--- config.mk ---
export PLATFORM = sky130hd
export DESIGN_NAME = delayed_trigger_scheduler
export DESIGN_NICKNAME = d
export VERILOG_FILES = /design/src/rtl/delayed_trigger_scheduler.sv
export SDC_FILE = /design/constraint.sdc
export NUM_CORES = 1
export LEC_CHECK = 0
export ABC_AREA = 1
export CORE_ASPECT_RATIO = 1.75
export CORE_UTILIZATION = 44
export DETAILED_ROUTE_END_ITERATION = 6
export GPL_TIMING_DRIVEN = 0
export PLACE_DENSITY = 0.76
export SYNTH_ARGS = -nofsm -noshare
export SYNTH_HDL_FRONTEND = slang
export SYNTH_SLANG_ARGS = --single-unit
--- constraint.sdc ---
create_clock -name clk -period 1.6 [get_ports clk]
set_input_delay 0.32 -clock clk [delete_from_list [all_inputs] [get_ports clk]]
set_output_delay 0.32 -clock clk [all_outputs]
set_load 0.05 [all_outputs]
--- src/rtl/delayed_trigger_scheduler.sv ---
// delayed_trigger_scheduler
// One programmable down-counter shared by N_CH trigger channels. A rising
// edge on enable[i] latches a request; requests are granted one at a time in
// round-robin order, the sampled delay is counted out, and a single-cycle
// pulse is emitted on trigger[i].
module delayed_trigger_scheduler #(
    parameter int N_CH  = 4,
    parameter int CNT_W = 8,
    parameter int CH_W  = $clog2(N_CH)
) (
    input  logic              clk,
    input  logic              rst,
    input  logic [N_CH-1:0]   enable,
    input  logic [CNT_W-1:0]  delay,
    output logic [N_CH-1:0]   trigger,
    output logic              busy,
    output logic [CH_W-1:0]   active_ch,
    output logic [N_CH-1:0]   pending,
    output logic [N_CH-1:0]   overrun
);

    // ------------------------------------------------------------------
    // State encoding
    // ------------------------------------------------------------------
    localparam logic [1:0] ST_IDLE = 2'd0;
    localparam logic [1:0] ST_WAIT = 2'd1;
    localparam logic [1:0] ST_FIRE = 2'd2;

    logic [1:0]        state_reg,     state_next;
    logic [CNT_W-1:0]  cnt_reg,       cnt_next;
    logic [CH_W-1:0]   active_ch_reg, active_ch_next;
    logic [CH_W-1:0]   last_reg,      last_next;
    logic [N_CH-1:0]   trigger_reg,   trigger_next;
    logic [N_CH-1:0]   pending_reg,   pending_next;
    logic [N_CH-1:0]   overrun_reg,   overrun_next;
    logic [N_CH-1:0]   enable_q_reg;

    logic [N_CH-1:0]   rise;
    logic [N_CH-1:0]   grant_onehot;
    logic [N_CH-1:0]   fire_onehot;
    logic [N_CH-1:0]   pend_rot;
    logic [2*N_CH-1:0] pend_dbl;
    logic [CH_W-1:0]   winner;
    logic              winner_valid;
    logic              grant_en;

    // ------------------------------------------------------------------
    // Round-robin arbiter
    // pending is rotated so that bit 0 is the channel just after the last
    // serviced one; the lowest set bit of the rotated vector is the winner.
    // ------------------------------------------------------------------

    // Rotate pending so the search always starts at (last + 1) mod N_CH
    always_comb begin
        pend_dbl = {pending_reg, pending_reg} >> (int'(last_reg) + 1);
        pend_rot = pend_dbl[N_CH-1:0];
    end

    // Pick the first requesting channel at or after the search start
    always_comb begin
        winner_valid = 1'b0;
        winner       = '0;
        for (int j = 0; j < N_CH; j++) begin
            if (!winner_valid && pend_rot[j]) begin
                winner_valid = 1'b1;
                winner       = CH_W'((int'(last_reg) + 1 + j) % N_CH);
            end
        end
    end

    // A grant only happens from IDLE; the counter is shared, so one at a time
    assign grant_en = (state_reg == ST_IDLE) && winner_valid;

    // ------------------------------------------------------------------
    // Per-channel request bookkeeping
    // A rise at the same edge as the grant re-arms the channel (set wins).
    // A rise on a channel already waiting for its grant merges into it and
    // is reported on overrun; the granted channel never reports overrun.
    // ------------------------------------------------------------------
    genvar gi;
    generate
        for (gi = 0; gi < N_CH; gi++) begin : g_ch
            assign rise[gi]         = enable[gi] & ~enable_q_reg[gi];
            assign grant_onehot[gi] = grant_en && (winner == CH_W'(gi));
            assign fire_onehot[gi]  = (active_ch_reg == CH_W'(gi));
            assign pending_next[gi] = rise[gi] | (pending_reg[gi] & ~grant_onehot[gi]);
            assign overrun_next[gi] = rise[gi] & pending_reg[gi] & ~grant_onehot[gi];
        end
    endgenerate

    // ------------------------------------------------------------------
    // Control FSM: IDLE -> WAIT (count delay) -> FIRE (pulse) -> IDLE
    // The counter is loaded with delay at grant; a loaded value of 0 or 1
    // both fire on the first WAIT cycle, so delay 0 behaves as 1.
    // ------------------------------------------------------------------

    // Next-state, counter and trigger decode
    always_comb begin
        state_next     = state_reg;
        cnt_next       = cnt_reg;
        active_ch_next = active_ch_reg;
        last_next      = last_reg;
        trigger_next   = '0;
        case (state_reg)
            ST_IDLE: begin
                if (grant_en) begin
                    active_ch_next = winner;
                    cnt_next       = delay;
                    state_next     = ST_WAIT;
                end
            end
            ST_WAIT: begin
                if (cnt_reg <= CNT_W'(1)) begin
                    trigger_next = fire_onehot;
                    state_next   = ST_FIRE;
                end else begin
                    cnt_next = cnt_reg - CNT_W'(1);
                end
            end
            ST_FIRE: begin
                // Round-robin pointer advances only once service completes
                last_next  = active_ch_reg;
                state_next = ST_IDLE;
            end
            default: begin
                state_next = ST_IDLE;
            end
        endcase
    end

    // Register all state; reset aborts any service and drops every request
    always_ff @(posedge clk) begin
        if (rst) begin
            state_reg     <= ST_IDLE;
            cnt_reg       <= '0;
            active_ch_reg <= '0;
            last_reg      <= CH_W'(N_CH - 1);
            trigger_reg   <= '0;
            pending_reg   <= '0;
            overrun_reg   <= '0;
            enable_q_reg  <= '0;
        end else begin
            state_reg     <= state_next;
            cnt_reg       <= cnt_next;
            active_ch_reg <= active_ch_next;
            last_reg      <= last_next;
            trigger_reg   <= trigger_next;
            pending_reg   <= pending_next;
            overrun_reg   <= overrun_next;
            enable_q_reg  <= enable;
        end
    end

    // ------------------------------------------------------------------
    // Outputs
    // ------------------------------------------------------------------
    assign trigger   = trigger_reg;
    assign busy      = (state_reg != ST_IDLE);
    assign active_ch = active_ch_reg;
    assign pending   = pending_reg;
    assign overrun   = overrun_reg;

endmodule

Word level (Yosys, flattened, before mapping)
Cells that the tools add are included.
{"block": "classes", "n_lt_le_gt_ge": 1, "n_mux": 14, "n_addsub": 5, "n_reduce_logical": 20, "bitwise": 30, "n_shift": 1, "eq_ne": 11}
{"operator": "AND 1 bit", "n": 16}
{"operator": "two-way mux 8 bit", "n": 2}
{"operator": "case mux 8 bit (2 select lines)", "n": 1}
{"operator": "two-way mux 2 bit", "n": 6}
{"operator": "equality test 2 bit, second input constant", "n": 5}
{"operator": "NOT 1 bit", "n": 10}
{"operator": "<= comparator 8 x 1 -> 1 bit, second input constant", "n": 1}
{"operator": "logical AND 1 bit", "n": 8}
{"operator": "right shift 8 x 3 -> 4 bit", "n": 1}
{"operator": "subtractor 8 x 1 -> 8 bit, second input constant", "n": 1}
{"operator": "adder 2 bit, second input constant", "n": 3}
{"operator": "equality test 2 x 1 -> 1 bit, second input constant", "n": 3}
{"operator": "logical NOT 2 bit", "n": 3}
{"operator": "inequality test 2 bit, second input constant", "n": 3}
{"operator": "two-way mux 1 bit", "n": 4}
{"operator": "bitwise OR 1 bit", "n": 4}
{"operator": "case mux 2 bit (2 select lines)", "n": 1}
{"operator": "AND reduction 2 bit", "n": 2}
{"operator": "nonzero test 2 bit", "n": 2}
{"operator": "adder 2 x 1 -> 3 bit, second input constant", "n": 1}
{"operator": "logical NOT 1 bit", "n": 3}
{"operator": "AND reduction 3 bit", "n": 1}
{"operator": "OR reduction 3 bit", "n": 1}
{"block": "word_totals", "word_cells": 90, "output_inout_bits": 15, "register_bits": 30, "input_bits": 14}

Depth between registers and ports, before layout
Gate-level depths: netlist of run 1.
{"block": "logic_depth", "depth_word": 17, "depth_mapped": 13, "mapped_depth_nobuf": 13}

Least setup slack after synthesis of run 1
Ideal clock, no wire load.
{"block": "synth_timing", "path_kind": "reg2reg", "startpoint": "register pending_reg[0], in the netlist pending[0]", "endpoint": "register cnt_reg[0]", "required_ns": 1.531, "setup_time_ns": 0.069, "t_arrival_ns": 1.632, "period_less_slack_ns": 1.701, "path_buffers": 0, "setup_slack_ns": -0.101, "path_stages_with_launch": 11, "cell_sequence": "dfxtp_1 > nand2_1 > nand3_1 > nand2_2 > nand3_2 > nor2_4 > nor2_8 > nor2_8 > nor2_4 > nand2_1 > o21ai_1"}
{"block": "synth_via", "elab_chain_len": 14}
{"item": "start: declaration", "line": "34", "source": "logic [N_CH-1:0] pending_reg, pending_next;"}
{"item": "start signal: assignment", "line": "148", "source": "pending_reg <= pending_next;"}
{"item": "right shift 8 x 3 -> 4 bit (*)", "line": "55", "source": "pend_dbl = {pending_reg, pending_reg} >> (int'(last_reg) + 1);"}
{"item": "two-way mux 1 bit", "line": "64", "source": "if (!winner_valid && pend_rot[j]) begin"}
{"item": "logical NOT 1 bit", "line": "64"}
{"item": "logical AND 1 bit", "line": "64"}
{"item": "two-way mux 1 bit", "line": "64"}
{"item": "logical NOT 1 bit", "line": "64"}
{"item": "logical AND 1 bit", "line": "64"}
{"item": "two-way mux 1 bit", "line": "64"}
{"item": "logical NOT 1 bit", "line": "64"}
{"item": "logical AND 1 bit", "line": "64"}
{"item": "two-way mux 1 bit (*)", "line": "64"}
{"item": "logical AND 1 bit (*)", "line": "72", "source": "assign grant_en = (state_reg == ST_IDLE) && winner_valid;"}
{"item": "inequality test 2 bit (no source line) (*)"}
{"item": "AND reduction 3 bit (no source line) (*)"}
{"item": "end signal: assignment", "line": "144", "source": "cnt_reg <= cnt_next;"}
{"item": "end: declaration", "line": "30", "source": "logic [CNT_W-1:0] cnt_reg, cnt_next;"}
Every way passes the cells marked *; elsewhere a longest branch is shown, timed or not.
A chain may end at the register's enable or synchronous reset.

Final worst setup path of run 1
{"block": "layout_timing", "startpoint": "register last_reg[0]", "endpoint": "register cnt_reg[5]"}
{"block": "layout_via", "elab_chain_len": 15}
{"item": "start: declaration", "line": "32", "source": "logic [CH_W-1:0] last_reg, last_next;"}
{"item": "start signal: assignment", "line": "137", "source": "last_reg <= CH_W'(N_CH - 1);"}
{"item": "start signal: assignment", "line": "146", "source": "last_reg <= last_next;"}
{"item": "adder 2 x 1 -> 3 bit (*)"}
{"item": "right shift 8 x 3 -> 4 bit (*)", "line": "55"}
{"item": "two-way mux 1 bit", "line": "64"}
{"item": "logical NOT 1 bit", "line": "64"}
{"item": "logical AND 1 bit", "line": "64"}
{"item": "two-way mux 1 bit", "line": "64"}
{"item": "logical NOT 1 bit", "line": "64"}
{"item": "logical AND 1 bit", "line": "64"}
{"item": "two-way mux 1 bit", "line": "64"}
{"item": "logical NOT 1 bit", "line": "64"}
{"item": "logical AND 1 bit", "line": "64"}
{"item": "two-way mux 1 bit (*)", "line": "64"}
{"item": "logical AND 1 bit (*)", "line": "72"}
{"item": "inequality test 2 bit (no source line) (*)"}
{"item": "AND reduction 3 bit (no source line) (*)"}
Marked as above.

==> impl_metrics.py, run 1 <==
metrics = {
    "detailed_routing": {
        "ant_nets": 0,
        "wl_per_cell_um": 12.28,
        "drc_errors": 0,
        "routed_via_density": 4.930,
        "wirelength_um": 4040,
        "dr.pass1.iters": 4,
        "routed-via-count": 1622,
        "drtIter0Drc": 41,
    },
    "die": {
        "core_sq_um": 3433,
        "die_w_um": 47.54,
        "top_level_ports": 29,
        "initial_core_util_pct": 46.50,
        "fp-row-count": 28,
        "dieArea_sq_um": 3883,
        "fp.dieH_um": 81.69,
    },
    "cells_and_area": {
        "layout.nets": 299,
        "fin_area_sq_um": 2318,
        "syn_to_final_growth_pct": 45.22,
        "layout-drive-gt1-share_pct": 29.58,
        "largest_register_ffs": 8,
        "antenna_cells": 0,
        "layout_common_cells": "nand2_1 (58), dfxtp_1 (25), inv_1 (23)",
        "layout_commonest_cell": "nand2_1",
    },
    "logic_synthesis": {
        "ys_warn_count": 0,
        "yosys.area_share.adder_pct": 1.567,
        "synth_top_family_by_area": "simple AND/OR/NAND/NOR gates",
        "synthSimpleGateAreaFrac_pct": 42.71,
        "synth_seq_area_share_pct": 37.62,
        "avgSynthCellArea_sq_um": 6.736,
        "synth_xor_xnor_area_share_pct": 1.646,
        "synth_area_sq_um": 1597,
        "synthDistinctLibCells": 24,
        "ys_ff_latch": 30,
        "syn_inst": 237,
        "synth_fp_nets": 253,
        "synth_compound_area_share_pct": 7.288,
        "muxShareOfSynthArea_pct": 0,
    },
    "global_route": {
        "grt_pass1_wl_um": 6078,
        "track_usage_pct": 22.12,
        "grt_max_degree": 11,
        "grt_pass1_vias": 1505,
        "gr-total-overflow": 0,
        "antenna_found_initial": 0,
    },
    "clock_network": {
        "cts.clk_slew.worst_paths_ns": 0.07,
        "ctsHoldBuffers": 0,
        "cts_tree": "built",
        "clockBufferDepth": 2,
        "clk_latency_ns": 0.29,
        "cts_sinks": 30,
        "cts_made_buffers": 5,
        "ctsRootBufferMaster": "clkbuf_8",
        "h-tree-depth": 2,
    },
    "placement": {
        "place.gp.congestion": 0.8165,
        "port_buffers": 27,
        "pre_cts_slack_ns": -0.1085,
        "placedInstanceArea_sq_um": 1928,
        "dp_hpwl_um": 2614,
    },
    "timing": {
        "hold_violations": 0,
        "final.period_utilization_pct": 103.4,
        "grt_setup_unrepaired": "true",
        "drv_slew": 0,
        "clock_skew_ns": 0.008110,
        "max_freq_mhz": 604.5,
        "hold_slack_ns": 0.4725,
        "worst_pin_slew_ns": 0.5190,
        "fin_setup_tns_ns": -0.2078,
        "relSlewSlack_pct": 65.40,
        "setup_slack_ns": -0.05412,
        "min_period_ns": 1.654,
        "setup_viol": 7,
    },
    "critical_path": {
        "worstPathRequired_ns": 1.77,
        "cp.arrival_ns": 1.82,
        "cp_max_fo": 7,
        "worstSetupEndpointType": "flop",
        "crit_type": "flop to flop",
        "start_kind": "flop",
    },
    "worst_hold_path": {
        "hp-class": "primary input to flop",
    },
    "power_and_ir_drop": {
        "leakage_uw": 0.001127,
        "power_uw": 4210,
        "powerDensity_nw_per_um2": 1816,
        "ir_drop_mv": 1.209,
    },
    "job": {
        "cap_viol_max_count": 0,
    },
    "run_status": {
        "status": "complete, but fails checks",
        "failed_checks": "negative setup slack",
    },
}
## metrics by stage
step	std cells	utilization, %
3_3_place_gp	309	56.16
2_1_floorplan	237	-
4_1_cts	319	59.84
3_5_place_dp	309	56.16
6_report	329	67.53
5_1_grt	329	67.53
## metal layers
metal | vias up | GRT usage, % | wire length, um
met5 | - | 0 | 0
met4 | 0 | 12.78 | 94
met3 | 10 | 5.055 | 82
met2 | 20 | 40.68 | 2448
met1 | 756 | 20.60 | 1415
li1 | 836 | - | -
## path summary, 6_finish.rpt
| check | startpoint | end | slack (ns) | depth (start not counted) |
|---|---|---|---|---|
| setup / recovery | last_reg[0]$_SDFFE_PP1N_ | cnt_reg[5]$_SDFFE_PP0P_ | -0.05 | 11 |
| setup reg to reg | last_reg[0]$_SDFFE_PP1N_ | cnt_reg[5]$_SDFFE_PP0P_ | -0.05 | 11 |
| hold / removal | rst | cnt_reg[6]$_SDFFE_PP0P_ | 0.47 | 2 |
| hold reg to reg | enable_q_reg[0]$_SDFF_PP0_ | pending[0]$_SDFF_PP0_ | 0.47 | 3 |
## what timing repair did
item                       4_1_cts  5_1_grt
pin swaps                        1       19
buffers inserted                 2       10
resized for setup               22       60
setup endpoints to repair       25       22
## power by group
part	internal [uW]	leakage, uW	switching [uW]
Sequential	920	0.000248	172
Clock	346	0.0000482	285
Combinational	932	0.000831	1560
## synthesized netlist by cell type, drive strengths merged
cell	n	area share, %
nor3	4	1.3
or2	1	0.39
o21ai	16	5.0
nand4	2	0.78
inv	31	7.3
a31oi	1	0.39
nand2	80	21
nor4	1	0.39
buf	2	1.4
nor2	31	10
a21oi	6	1.9
xnor2	2	1.1
ha	2	1.6
dfxtp	30	38
nand3	25	8.8
clkbuf	2	0.47
xor2	1	0.55
## logic make-up after synthesis
kind of cell | Yosys count
and+or+nand+nor | 144
buffers and inverters | 35
adders and majority gates | 2
DFF | 30
AOI/OAI and AO/OA | 23
xor gates and xnor gates | 3
## final cells by class
class	instances	area (sq um)
Buffer	4	38.79
Clock buffer	7	86.33
Clock inverter	1	5.005
Fill cell	320	1115
Inverter	31	123.9
Multi-Input combinational cell	172	1049
Sequential cell	30	609.3
Tap cell	45	56.30
Timing Repair Buffer	39	350.3
## worst max-delay path, cell delays in order, from the launching register on
cell and delay, ns:
dfxtp_4 0.36, buf_12 0.15, nand2_4 0.08, nand3_4 0.10
nand2_4 0.10, nand3_4 0.09, nor2_4 0.17, nor2_8 0.07
nor2_8 0.16, inv_2 0.06, nor2_2 0.12, nor2_1 0.06
Note: power is estimated with default switching activity, not from simulation.
==> run 2, diff against run 1 <==
--- a/config.mk
+++ b/config.mk
@@ -7,10 +7,10 @@
 export LEC_CHECK = 0
 export ABC_AREA = 1
 export CORE_ASPECT_RATIO = 1.75
-export CORE_UTILIZATION = 44
+export CORE_UTILIZATION = 45
 export DETAILED_ROUTE_END_ITERATION = 6
 export GPL_TIMING_DRIVEN = 0
-export PLACE_DENSITY = 0.76
+export PLACE_DENSITY = 0.77
 export SYNTH_ARGS = -nofsm -noshare
 export SYNTH_HDL_FRONTEND = slang
 export SYNTH_SLANG_ARGS = --single-unit
==> constraint.sdc (replaced) <==
create_clock -name clk -period 1.6 [get_ports clk]
set_input_delay 0.24 -clock clk [delete_from_list [all_inputs] [get_ports clk]]
set_output_delay 0.24 -clock clk [all_outputs]
set_load 0.05 [all_outputs]
==> run 2 against run 1 <==
  * The run still ends with negative setup slack left
  * Power shrank 6.3%
  * First-iteration DRC count grew 49%
  * Sequential share of layout area up 2.0 points
  * Global-route usage up 0.095 points
  * Worst hold slack lost 0.046 ns
  * Fmax grew 1.7%
  * Cell count is 1.2% lower
  * Sequential cell count unchanged
  * Clock-buffer cell count did not move
  * Die area shrank 2.2%
  * Design area down 7.2%
  * Critical endpoint is now pending[2]$_SDFF_PP0_
  * Highest routed layer unchanged
==> impl_metrics.py, run 2 (synthesized netlist as in run 1, its figures left out) <==
metrics = {
    "cells_and_area": {
        "antenna_cells": 0,
        "fin_area_sq_um": 2152,
        "layout.nets": 295,
        "layout_common_cells": "nand2_1 (67), inv_1 (27), nor2_1 (24), dfxtp_1 (24), nand3_1 (19)",
        "fillers": 340,
        "syn_to_final_growth_pct": 34.80,
        "final_cells": 325,
        "layout-drive-gt1-share_pct": 21.07,
        "largest_register_ffs": 8,
        "layout_commonest_cell": "nand2_1",
    },
    "detailed_routing": {
        "routed_via_density": 4.945,
        "ant_nets": 0,
        "routed-via-count": 1607,
        "drtIter0Drc": 61,
        "dr.pass1.iters": 4,
        "wl_per_cell_um": 11.51,
        "drc_errors": 0,
        "wirelength_um": 3741,
    },
    "clock_network": {
        "cts_tree": "built",
        "cts_made_buffers": 5,
        "ctsRootBufferMaster": "clkbuf_8",
        "cts.clk_slew.worst_paths_ns": 0.06,
        "clk_latency_ns": 0.28,
        "cts_sinks": 30,
        "clockBufferDepth": 2,
        "h-tree-depth": 2,
    },
    "timing": {
        "setup_slack_ns": -0.02580,
        "min_period_ns": 1.626,
        "relSlewSlack_pct": 63.36,
        "grt_setup_unrepaired": "true",
        "clock_skew_ns": 0.002127,
        "worst_pin_slew_ns": 0.5496,
        "max_freq_mhz": 615.1,
        "fin_setup_tns_ns": -0.02580,
        "setup_viol": 1,
        "final.period_utilization_pct": 101.6,
        "hold_violations": 0,
        "drv_slew": 0,
    },
    "critical_path": {
        "path_cells": "buf_6 -> nand2_1 -> nand2_1 -> nand2_1 -> nand2_2 -> nor2_4 -> nor2_8 -> buf_4 -> nand3_2 -> nand3_1 -> nand2_1",
        "path_common_cell": "nand2_1",
        "cp_num_buf_inv": 2,
        "cp.arrival_ns": 1.80,
        "worst_path_largest_cell_delay_ns": 0.36,
        "start_kind": "flop",
        "cp_max_fo": 7,
        "crit_type": "flop to flop",
        "worstSetupEndpointType": "flop",
        "cp_slowest_cell": "dfxtp_2",
        "cpLargestDelayFamily": "simple AND/OR/NAND/NOR gates",
        "worstPathRequired_ns": 1.77,
    },
    "run_status": {
        "failed_checks": "negative setup slack",
        "status": "complete, but fails checks",
    },
    "global_route": {
        "track_usage_pct": 22.21,
        "gr-total-overflow": 0,
        "antenna_found_initial": 0,
        "grt_max_degree": 11,
        "grt_pass1_vias": 1527,
        "grt_pass1_wl_um": 6099,
    },
    "die": {
        "core_sq_um": 3398,
        "initial_core_util_pct": 46.98,
        "top_level_ports": 29,
        "die_w_um": 47.03,
        "fp-row-count": 28,
        "dieArea_sq_um": 3799,
        "fp.dieH_um": 80.80,
    },
    "power_and_ir_drop": {
        "leakage_uw": 0.001082,
        "ir_drop_mv": 1.235,
        "powerDensity_nw_per_um2": 1832,
    },
    "placement": {
        "dp.cells": 309,
        "dp_hpwl_um": 2657,
        "port_buffers": 27,
        "place.gp.congestion": 0.8699,
        "placedInstanceArea_sq_um": 1928,
    },
    "worst_hold_path": {
        "hp-class": "primary input to flop",
    },
    "job": {
        "cap_viol_max_count": 0,
    },
}
==> run 2: worst paths after layout <==
check	start	end	slack [ns]	depth (start not counted)
worst max register to register	last_reg[0]$_SDFFE_PP1N_	pending[2]$_SDFF_PP0_	-0.03	11
worst min-delay path	rst	cnt_reg[6]$_SDFFE_PP0P_	0.43	2
worst max-delay path	last_reg[0]$_SDFFE_PP1N_	pending[2]$_SDFF_PP0_	-0.03	11
worst min register to register	enable_q_reg[2]$_SDFF_PP0_	pending[2]$_SDFF_PP0_	0.48	3
==> run 2: stage by stage <==
stage / util (%) / total power, uW / setup slack (ns) / hold slack (ns)
final: 63.33 / 3943 / -0.02580 / 0.4267
after global routing: 63.33 / 4251 / -0.1353 / 0.5006
after CTS: 61.23 / 3754 / -0.06996 / 0.4246
after detailed placement: 56.74 / 3043 / -0.1164 / 0.4719
after global placement: 56.74 / 3013 / -0.08843 / 0.4589
after floorplan: - / 2591 / 0.05743 / 0.3585
==> run 2: repair_timing <==
| action | 4_1_cts | 5_1_grt |
|---|---|---|
| endpoints found under the setup margin | 24 | 19 |
| buffers inserted | 5 | 3 |
| pin swaps | 5 | 12 |
| hold buffers | 0 | 0 |
| gates resized for setup | 25 | 19 |
==> run 2: report_power, final <==
part	leakage, uW	switching, uW	total, uW	internal (uW)
clock	0.0000482	277	623	346
combinational	0.000786	1440	2230	794
sequential	0.000248	165	1090	921
total	0.00108	1880	3940	2060
==> run 2: layer usage <==
layer | vias up | GRT usage [%] | share of wire, %
met2 | 20 | 43.75 | 58
li1 | 831 | - | -
met5 | - | 0 | 0
met1 | 750 | 19.97 | 38
met4 | 0 | 9.429 | 1.9
met3 | 6 | 4.222 | 2.0
==> run 2: layout make-up <==
type | instances | area (sq um) | share of cell area (%)
multi-input cells | 172 | 937.1 | 43.55
flip-flops and latches | 30 | 608.1 | 28.26
repair buffers | 35 | 307.8 | 14.30
inverters | 31 | 121.4 | 5.640
clock buffers | 7 | 86.33 | 4.012
well taps | 45 | 56.30 | 2.616
plain buffers | 4 | 30.03 | 1.395
clock inverters | 1 | 5.005 | 0.2326
==> run 3, diff against run 2 <==
--- a/config.mk
+++ b/config.mk
@@ -8,6 +8,7 @@
 export ABC_AREA = 1
 export CORE_ASPECT_RATIO = 1.75
 export CORE_UTILIZATION = 45
+export CTS_CLUSTER_DIAMETER = 40
 export DETAILED_ROUTE_END_ITERATION = 6
 export GPL_TIMING_DRIVEN = 0
 export PLACE_DENSITY = 0.77
==> results of run 3 <==
No change in the layout: final DEF, timing and power equal those of run 2.
